===== config.mk =====
export PLATFORM = sky130hd
export DESIGN_NAME = sd_spi_responder_flat
export DESIGN_NICKNAME = d
export VERILOG_FILES = /design/src/rtl/sd_spi_responder_pkg.sv /design/src/rtl/sd_spi_responder_if.sv /design/src/rtl/sd_spi_responder_pin_sync.sv /design/src/rtl/sd_spi_responder.sv /design/src/flat_wrapper.sv
export SDC_FILE = /design/constraint.sdc
export NUM_CORES = 1
export LEC_CHECK = 0
export ABC_AREA = 0
export ABC_CLOCK_PERIOD_IN_PS = 7300
export BUFFER_PORTS_ARGS = -buffer_cell sky130_fd_sc_hd__buf_2
export CORE_MARGIN = 4
export CORE_UTILIZATION = 64
export DETAILED_ROUTE_END_ITERATION = 8
export PLACE_DENSITY = 0.92
export RECOVER_POWER = 100
export SLEW_MARGIN = 20
export SYNTH_ARGS = -nofsm -noshare
export SYNTH_HDL_FRONTEND = slang
export SYNTH_SLANG_ARGS = --single-unit
export TNS_END_PERCENT = 1

===== constraint.sdc =====
create_clock -name i_pclk -period 7.3 [get_ports i_pclk]
set_input_delay 0.73 -clock i_pclk [delete_from_list [all_inputs] [get_ports i_pclk]]
set_output_delay 0.73 -clock i_pclk [all_outputs]
set_load 0.02 [all_outputs]

===== src/rtl/sd_spi_responder_pkg.sv =====
// rtl/sd_spi_responder_pkg.sv - shared types, constants and CRC7 helper for the SD SPI responder
package sd_spi_pkg;

  typedef enum logic [2:0] {
    IDLE,
    HUNT,
    CMD,
    WAIT_RESP,
    SEND_R1
  } state_t;

  localparam logic [7:0] R1_CRC_ERR = 8'h08;
  localparam logic [1:0] START_MASK = 2'b01;
  localparam logic [6:0] CRC7_POLY  = 7'h09;

  // MSB-first CRC7 update, x^7 + x^3 + 1
  function automatic logic [6:0] crc7_byte(input logic [6:0] crc, input logic [7:0] data);
    logic [6:0] c;
    logic       fb;
    c = crc;
    for (int i = 7; i >= 0; i--) begin
      fb = c[6] ^ data[i];
      c  = {c[5:0], 1'b0};
      if (fb) c = c ^ CRC7_POLY;
    end
    return c;
  endfunction

endpackage


===== src/rtl/sd_spi_responder_if.sv =====
// rtl/sd_spi_responder_if.sv - SPI pins plus local command/response signals of the SD responder
interface sd_spi_responder_if;
  logic        spi_sclk;
  logic        spi_ss_n;
  logic        spi_mosi;
  logic        spi_miso;
  logic        spi_miso_oe;
  logic        cmd_valid;
  logic [5:0]  cmd_index;
  logic [31:0] cmd_arg;
  logic        resp_valid;
  logic [7:0]  resp_r1;
  logic        crc_err;
  logic        resp_timeout;

  modport slave (
    input  spi_sclk, spi_ss_n, spi_mosi, resp_valid, resp_r1,
    output spi_miso, spi_miso_oe, cmd_valid, cmd_index, cmd_arg, crc_err, resp_timeout
  );

  modport master (
    output spi_sclk, spi_ss_n, spi_mosi, resp_valid, resp_r1,
    input  spi_miso, spi_miso_oe, cmd_valid, cmd_index, cmd_arg, crc_err, resp_timeout
  );
endinterface


===== src/rtl/sd_spi_responder_pin_sync.sv =====
// rtl/sd_spi_responder_pin_sync.sv - SPI pin synchronisers with SCLK and SS_N edge pulses
module spi_pin_sync #(
  parameter int SYNC_STAGES = 2
) (
  input  logic i_clk,
  input  logic i_rst,
  input  logic i_sclk,
  input  logic i_ss_n,
  input  logic i_mosi,
  output logic o_sclk_rise,
  output logic o_sclk_fall,
  output logic o_ss_n,
  output logic o_ss_fall,
  output logic o_mosi
);

  logic [SYNC_STAGES-1:0] r_sclk_sync;
  logic [SYNC_STAGES-1:0] r_ss_sync;
  logic [SYNC_STAGES-1:0] r_mosi_sync;
  logic                   r_sclk_d;
  logic                   r_ss_d;
  logic                   w_sclk;

  always_ff @(posedge i_clk or posedge i_rst) begin
    if (i_rst) begin
      r_sclk_sync <= '0;
      r_ss_sync   <= '1;
      r_mosi_sync <= '1;
      r_sclk_d    <= 1'b0;
      r_ss_d      <= 1'b1;
    end else begin
      r_sclk_sync <= {r_sclk_sync[SYNC_STAGES-2:0], i_sclk};
      r_ss_sync   <= {r_ss_sync[SYNC_STAGES-2:0], i_ss_n};
      r_mosi_sync <= {r_mosi_sync[SYNC_STAGES-2:0], i_mosi};
      r_sclk_d    <= w_sclk;
      r_ss_d      <= o_ss_n;
    end
  end

  // MOSI shares the SCLK pipeline depth, so the rise pulse lines up with its bit
  assign w_sclk      = r_sclk_sync[SYNC_STAGES-1];
  assign o_ss_n      = r_ss_sync[SYNC_STAGES-1];
  assign o_mosi      = r_mosi_sync[SYNC_STAGES-1];
  assign o_sclk_rise = w_sclk & ~r_sclk_d;
  assign o_sclk_fall = ~w_sclk & r_sclk_d;
  assign o_ss_fall   = ~o_ss_n & r_ss_d;

endmodule


===== src/rtl/sd_spi_responder.sv =====
// rtl/sd_spi_responder.sv - SD card SPI-mode command framer and R1 responder
module sd_spi_responder
  import sd_spi_pkg::*;
#(
  parameter int SYNC_STAGES = 2,
  parameter bit CRC_CHECK   = 1'b1,
  parameter int NCR_MAX     = 8
) (
  input  logic              i_pclk,
  input  logic              i_preset,
  sd_spi_responder_if.slave bus
);

  logic        w_sclk_rise, w_sclk_fall, w_ss_n, w_ss_fall, w_mosi;
  logic [7:0]  w_rx_byte, w_tx_next;
  logic [6:0]  w_crc_next;
  logic        w_byte_done, w_crc_ok;

  state_t      r_state;
  logic [2:0]  r_bit_cnt, r_byte_cnt;
  logic [6:0]  r_rx, r_crc;
  logic [7:0]  r_tx, r_r1, r_fill_cnt;
  logic        r_miso, r_oe, r_have_r1;
  logic [5:0]  r_idx_sh, r_cmd_index;
  logic [31:0] r_arg_sh, r_cmd_arg;
  logic        r_cmd_valid, r_crc_err, r_timeout;

  spi_pin_sync #(.SYNC_STAGES(SYNC_STAGES)) u_sync (
    .i_clk       (i_pclk),
    .i_rst       (i_preset),
    .i_sclk      (bus.spi_sclk),
    .i_ss_n      (bus.spi_ss_n),
    .i_mosi      (bus.spi_mosi),
    .o_sclk_rise (w_sclk_rise),
    .o_sclk_fall (w_sclk_fall),
    .o_ss_n      (w_ss_n),
    .o_ss_fall   (w_ss_fall),
    .o_mosi      (w_mosi)
  );

  assign w_rx_byte   = {r_rx, w_mosi};
  assign w_byte_done = w_sclk_rise && (r_bit_cnt == 3'd7);
  assign w_crc_next  = crc7_byte(r_crc, w_rx_byte);
  assign w_crc_ok    = (w_rx_byte[7:1] == r_crc) && w_rx_byte[0];
  assign w_tx_next   = (r_state == SEND_R1) ? r_r1 : 8'hFF;

  always_ff @(posedge i_pclk or posedge i_preset) begin
    if (i_preset) begin
      r_state     <= IDLE;
      r_bit_cnt   <= '0;
      r_byte_cnt  <= '0;
      r_rx        <= '0;
      r_crc       <= '0;
      r_tx        <= 8'hFF;
      r_r1        <= 8'hFF;
      r_fill_cnt  <= '0;
      r_miso      <= 1'b1;
      r_oe        <= 1'b0;
      r_have_r1   <= 1'b0;
      r_idx_sh    <= '0;
      r_arg_sh    <= '0;
      r_cmd_index <= '0;
      r_cmd_arg   <= '0;
      r_cmd_valid <= 1'b0;
      r_crc_err   <= 1'b0;
      r_timeout   <= 1'b0;
    end else begin
      r_cmd_valid <= 1'b0;
      r_crc_err   <= 1'b0;
      r_timeout   <= 1'b0;
      r_oe        <= ~w_ss_n;
      // Deselect has priority over any byte boundary seen in the same cycle
      if (w_ss_n) begin
        r_state   <= IDLE;
        r_bit_cnt <= '0;
        r_miso    <= 1'b1;
        r_tx      <= 8'hFF;
        r_have_r1 <= 1'b0;
      end else if (w_ss_fall) begin
        r_state   <= HUNT;
        r_bit_cnt <= '0;
        r_miso    <= 1'b1;
        r_tx      <= 8'hFF;
        r_have_r1 <= 1'b0;
      end else if (r_state != IDLE) begin
        if (w_sclk_fall) begin
          if (r_bit_cnt == 3'd0) begin
            r_miso <= w_tx_next[7];
            r_tx   <= {w_tx_next[6:0], 1'b1};
          end else begin
            r_miso <= r_tx[7];
            r_tx   <= {r_tx[6:0], 1'b1};
          end
        end
        if (w_sclk_rise) begin
          r_rx      <= w_rx_byte[6:0];
          r_bit_cnt <= r_bit_cnt + 3'd1;
        end
        if (r_state == WAIT_RESP && bus.resp_valid && !r_have_r1) begin
          r_have_r1 <= 1'b1;
          r_r1      <= bus.resp_r1;
        end
        if (w_byte_done) begin
          case (r_state)
            HUNT: if (w_rx_byte[7:6] == START_MASK) begin
              r_state    <= CMD;
              r_idx_sh   <= w_rx_byte[5:0];
              r_crc      <= crc7_byte(7'd0, w_rx_byte);
              r_byte_cnt <= 3'd1;
            end
            CMD: if (r_byte_cnt != 3'd5) begin
              r_arg_sh   <= {r_arg_sh[23:0], w_rx_byte};
              r_crc      <= w_crc_next;
              r_byte_cnt <= r_byte_cnt + 3'd1;
            end else if (w_crc_ok || !CRC_CHECK) begin
              r_cmd_valid <= 1'b1;
              r_cmd_index <= r_idx_sh;
              r_cmd_arg   <= r_arg_sh;
              r_have_r1   <= 1'b0;
              r_fill_cnt  <= '0;
              r_state     <= WAIT_RESP;
            end else begin
              r_crc_err <= 1'b1;
              r_r1      <= R1_CRC_ERR;
              r_state   <= SEND_R1;
            end
            WAIT_RESP: if (r_have_r1) begin
              r_state <= SEND_R1;
            end else if (r_fill_cnt == 8'(NCR_MAX - 1)) begin
              r_timeout <= 1'b1;
              r_state   <= HUNT;
            end else begin
              r_fill_cnt <= r_fill_cnt + 8'd1;
            end
            SEND_R1: r_state <= HUNT;
            default: ;
          endcase
        end
      end
    end
  end

  assign bus.spi_miso     = r_miso;
  assign bus.spi_miso_oe  = r_oe;
  assign bus.cmd_valid    = r_cmd_valid;
  assign bus.cmd_index    = r_cmd_index;
  assign bus.cmd_arg      = r_cmd_arg;
  assign bus.crc_err      = r_crc_err;
  assign bus.resp_timeout = r_timeout;

endmodule


===== src/flat_wrapper.sv =====
// flat-port wrapper written by rule: the top's interface ports become plain ports
module sd_spi_responder_flat import sd_spi_pkg::*;
#(
  parameter int SYNC_STAGES = 2,
  parameter bit CRC_CHECK   = 1'b1,
  parameter int NCR_MAX     = 8
)
  (i_pclk, i_preset, bus_spi_sclk, bus_spi_ss_n, bus_spi_mosi, bus_resp_valid, bus_resp_r1, bus_spi_miso, bus_spi_miso_oe, bus_cmd_valid, bus_cmd_index, bus_cmd_arg, bus_crc_err, bus_resp_timeout);
  sd_spi_responder_if bus_i ();
  input  logic i_pclk;
  input  logic i_preset;
  input wire logic [$bits(bus_i.spi_sclk)-1:0] bus_spi_sclk;
  input wire logic [$bits(bus_i.spi_ss_n)-1:0] bus_spi_ss_n;
  input wire logic [$bits(bus_i.spi_mosi)-1:0] bus_spi_mosi;
  input wire logic [$bits(bus_i.resp_valid)-1:0] bus_resp_valid;
  input wire logic [$bits(bus_i.resp_r1)-1:0] bus_resp_r1;
  output wire logic [$bits(bus_i.spi_miso)-1:0] bus_spi_miso;
  output wire logic [$bits(bus_i.spi_miso_oe)-1:0] bus_spi_miso_oe;
  output wire logic [$bits(bus_i.cmd_valid)-1:0] bus_cmd_valid;
  output wire logic [$bits(bus_i.cmd_index)-1:0] bus_cmd_index;
  output wire logic [$bits(bus_i.cmd_arg)-1:0] bus_cmd_arg;
  output wire logic [$bits(bus_i.crc_err)-1:0] bus_crc_err;
  output wire logic [$bits(bus_i.resp_timeout)-1:0] bus_resp_timeout;
  assign bus_i.spi_sclk = bus_spi_sclk;
  assign bus_i.spi_ss_n = bus_spi_ss_n;
  assign bus_i.spi_mosi = bus_spi_mosi;
  assign bus_i.resp_valid = bus_resp_valid;
  assign bus_i.resp_r1 = bus_resp_r1;
  assign bus_spi_miso = bus_i.spi_miso;
  assign bus_spi_miso_oe = bus_i.spi_miso_oe;
  assign bus_cmd_valid = bus_i.cmd_valid;
  assign bus_cmd_index = bus_i.cmd_index;
  assign bus_cmd_arg = bus_i.cmd_arg;
  assign bus_crc_err = bus_i.crc_err;
  assign bus_resp_timeout = bus_i.resp_timeout;
  sd_spi_responder #(.SYNC_STAGES(SYNC_STAGES), .CRC_CHECK(CRC_CHECK), .NCR_MAX(NCR_MAX)) u_core (.i_pclk(i_pclk), .i_preset(i_preset), .bus(bus_i));
endmodule

==> results.py <==
metrics = {
    "timing": {
        "finalHoldViolCount": 0,
        "timing.final.max_slew_violations": 167,
        "worst_slew_margin_rel_pct": -78.7,
        "rsz_0062_raised_after_global_routing": "no",
        "final-setup-viol-count": 0,
        "sum_of_negative_setup_slack_ps": 0,
        "max_clock_freq_mhz": 250,
        "whs_ps": 303,
        "min_period_over_period_pct": 54.8,
        "worstMarginPinSlew_ps": 2670,
        "final.setup_skew_ps": 9.95,
        "min_period_ps": 4000,
    },
    "grt": {
        "use_met2_pct": 40.9,
        "grt_pass1_wl_mm": 21.6,
        "grtUsageTotal_pct": 24.6,
        "grtUsageMet1_pct": 31.6,
        "maximum_number_of_pins_on_one_net_before_global_route_repair": 73,
        "grt_overflow": 0,
        "global_route.usage.met3_pct": 6.18,
        "grt_most_used_layer": "met2",
        "number_of_antenna_violations_at_the_first_check_in_global_routing": 0,
        "grt_pass1_vias": 4155,
    },
    "run": {
        "max_capacitance_violation_total": 5,
    },
    "critical_path": {
        "reg2reg_to": "u_core.bus.cmd_index[2]",
        "path_delay_family": "buffers and inverters",
        "cell_by_cell_trace_of_the_critical_path": "nor2_1 -> nand2_1 -> nor4b_4 -> clkbuf_1 -> mux2_2",
        "worst_setup_path_endpoint": "u_core.bus.cmd_index[2]",
        "reg2regPathDepth": 5,
        "critical_path_cell_count": 5,
        "cp-start-kind": "flip-flop",
        "critical-path-max-stage-delay_ps": 1600,
        "worst_path_max_delay_cell": "clkbuf_1",
        "required_ps": 7700,
        "timing.critical_path.from": "u_core.u_sync.r_ss_sync[1]",
        "regToRegSetupSlack_ps": 3300,
        "reg2reg_from": "u_core.u_sync.r_ss_sync[1]",
        "critical_path.max_fanout": 39,
        "cp-end-kind": "flip-flop",
        "crit_type": "reg2reg",
        "timing.critical_path.buf_inv": 1,
        "crit_arrival_ps": 4400,
    },
    "route": {
        "drt-vias-per-instance": 6.08,
        "route.detailed.drc": 0,
        "wl_per_cell_um": 19.4,
        "antenna_left": 0,
        "detail_route.iter0.violations": 384,
        "routed_wl_mm": 12.9,
        "dr.pass1.iters": 5,
        "route.vias.total": 4022,
    },
    "floorplanning": {
        "start_util_pct": 65.9,
        "core_um2": 9240,
        "die_area_um2": 11100,
        "placement_rows": 35,
        "floorplan.io_pins": 57,
        "dieWidth_um": 106,
        "fp.dieH_um": 106,
    },
    "logic_synthesis": {
        "synthesis.area_um2": 6090,
        "synthesis.nets": 489,
        "dominantRegCellSynth": "dfrtp_1",
        "synth_area_per_cell_um2": 13.0,
        "postSynth.asyncResetShare_pct": 100,
        "postSynthCellCount": 469,
        "synth-edff-count": 0,
        "synth_sequential_area_ratio_pct": 56.3,
        "yosys.cell_types.count": 59,
        "count_of_warnings_emitted_by_yosys": 0,
        "count_of_state_elements_after_synthesis": 136,
    },
    "power_and_ir_drop": {
        "ir_worst_vdd_v": 0.000220,
        "p_leak_uw": 0.00326,
        "power-per-cell-area_nw_per_um2": 246,
    },
    "clock_network": {
        "path_clk_slew_ps": 70,
        "tritoncts": "done",
        "cts-resized-gates": 0,
        "insertion_delay_ps": 520,
        "hold_buffer_count_at_cts": 0,
        "number_of_buffers_created_by_cts": 17,
        "cts_post_setup_buffers_inserted": 0,
        "maximum_count_of_clock_buffers_along_a_single_path": 2,
        "cts_num_sinks": 136,
        "ctsRootBufferMaster": "clkbuf_8",
        "htreeDepth": 4,
    },
    "finish": {
        "layout.cells.most_common_list": "dfrtp_1, mux2_2, clkbuf_1",
        "n_antenna_cell": 0,
        "nets": 540,
        "mostFrequentLayoutCell": "dfrtp_1",
        "finish.utilization_pct": 74.1,
        "area_growth_syn_to_layout_pct": 12.3,
        "drive_gt1_share_pct": 26.8,
    },
    "hold_path": {
        "worst_min_path_class": "in2reg",
    },
    "place": {
        "total_of_buffers_placed_on_input_and_output_ports": 56,
        "routabilityCongestion": 0.862,
        "place.detailed.hpwl_mm": 7.98,
    },
    "status": {
        "failed_checks": "capacitance limit, slew limit",
        "outcome": "finished with violations",
    },
}
[report_power, final]
| group | switching [uW] | internal (uW) | total [uW] | leakage, uW |
|---|---|---|---|---|
| Clock | 376 | 473 | 849 | 0.000285 |
| Sequential | 11.1 | 762 | 773 | 0.00181 |
| Combinational | 38.6 | 21.4 | 60.0 | 0.00116 |
[cell families after synthesis]
group | Yosys count | share of synthesized area [%]
flops | 136 | 56.3
xor+xnor | 26 | 3.96
fa+ha+maj | 6 | 1.23
mux | 94 | 17.7
simple gates | 100 | 9.00
compound gates | 72 | 8.63
buf+inv | 35 | 3.14
[Yosys cell counts, drive strengths merged (6+ instances only)]
cell type	n	share of area [%]
nand2	18	1.1
clkbuf	6	0.37
dfstp	21	9.1
mux2	84	16
nand3	14	1.2
nor3	7	0.58
dfrtp	115	47
o221ai	7	1.0
nand4	7	0.72
a21oi	18	1.7
o21ai	12	1.0
inv	8	0.49
mux2i	10	1.6
nor2	27	1.9
ha	6	1.2
buf	21	2.3
o21a	6	0.74
xnor2	22	3.2
[worst register-to-register path: stages (launching register included)]
cell	delay [ps]
dfstp_1	410
nor2_1	720
nand2_1	320
nor4b_4	330
clkbuf_1	1600
mux2_2	500
[area by class of cell]
| class | instances | area (um^2) |
|---|---|---|
| flip-flops and latches | 136 | 3430 |
| clock buffers | 17 | 414 |
| repair buffers | 59 | 241 |
| fillers | 597 | 2400 |
| multi-input cells | 298 | 2390 |
| inverters | 8 | 31.3 |
| well taps | 129 | 161 |
| clock inverters | 15 | 174 |
[layer usage]
layer	part of all wire, %	wire, um
met1	42	5390
met5	0	0
met2	51	6620
met3	4.3	554
met4	2.3	297
[stage by stage]
step           total power, uW  instance area [um^2]  setup slack (ps)  instances
5_1_grt                   1740                  6840              3050        662
3_3_place_gp               842                  6400              4680        630
3_5_place_dp               846                  6400              4540        630
2_1_floorplan              829                  6090              2970        469
6_report                  1680                  6840              3300        662
4_1_cts                   1690                  6980              4450        662
[how the worst min path moves through the flow]
stage,from,endpoint,cells past startpoint
CTS,bus_spi_mosi,u_core.u_sync.r_mosi_sync[0],1
global route,bus_spi_mosi,u_core.u_sync.r_mosi_sync[0],1
floorplan,u_core.u_sync.r_sclk_sync[0],u_core.u_sync.r_sclk_sync[1],0
detailed placement,u_core.u_sync.r_sclk_sync[0],u_core.u_sync.r_sclk_sync[1],0
global placement,u_core.u_sync.r_sclk_sync[0],u_core.u_sync.r_sclk_sync[1],0
finish,bus_spi_mosi,u_core.u_sync.r_mosi_sync[0],1
[flip-flops by register name (all words and copies together) (netlist names), 2 cells and up]
name / flops
u_core.bus.cmd_arg: 32
u_core.r_r1: 8
u_core.r_byte_cnt: 3
u_core.u_sync.r_mosi_sync: 2
u_core.r_idx_sh: 6
u_core.bus.cmd_index: 6
u_core.u_sync.r_sclk_sync: 2
u_core.r_fill_cnt: 8
u_core.r_crc: 7
u_core.r_bit_cnt: 3
u_core.u_sync.r_ss_sync: 2
u_core.r_arg_sh: 32
u_core.r_tx: 7
u_core.r_rx: 7
u_core.r_state: 3
Power figures use the tool's default switching activity.
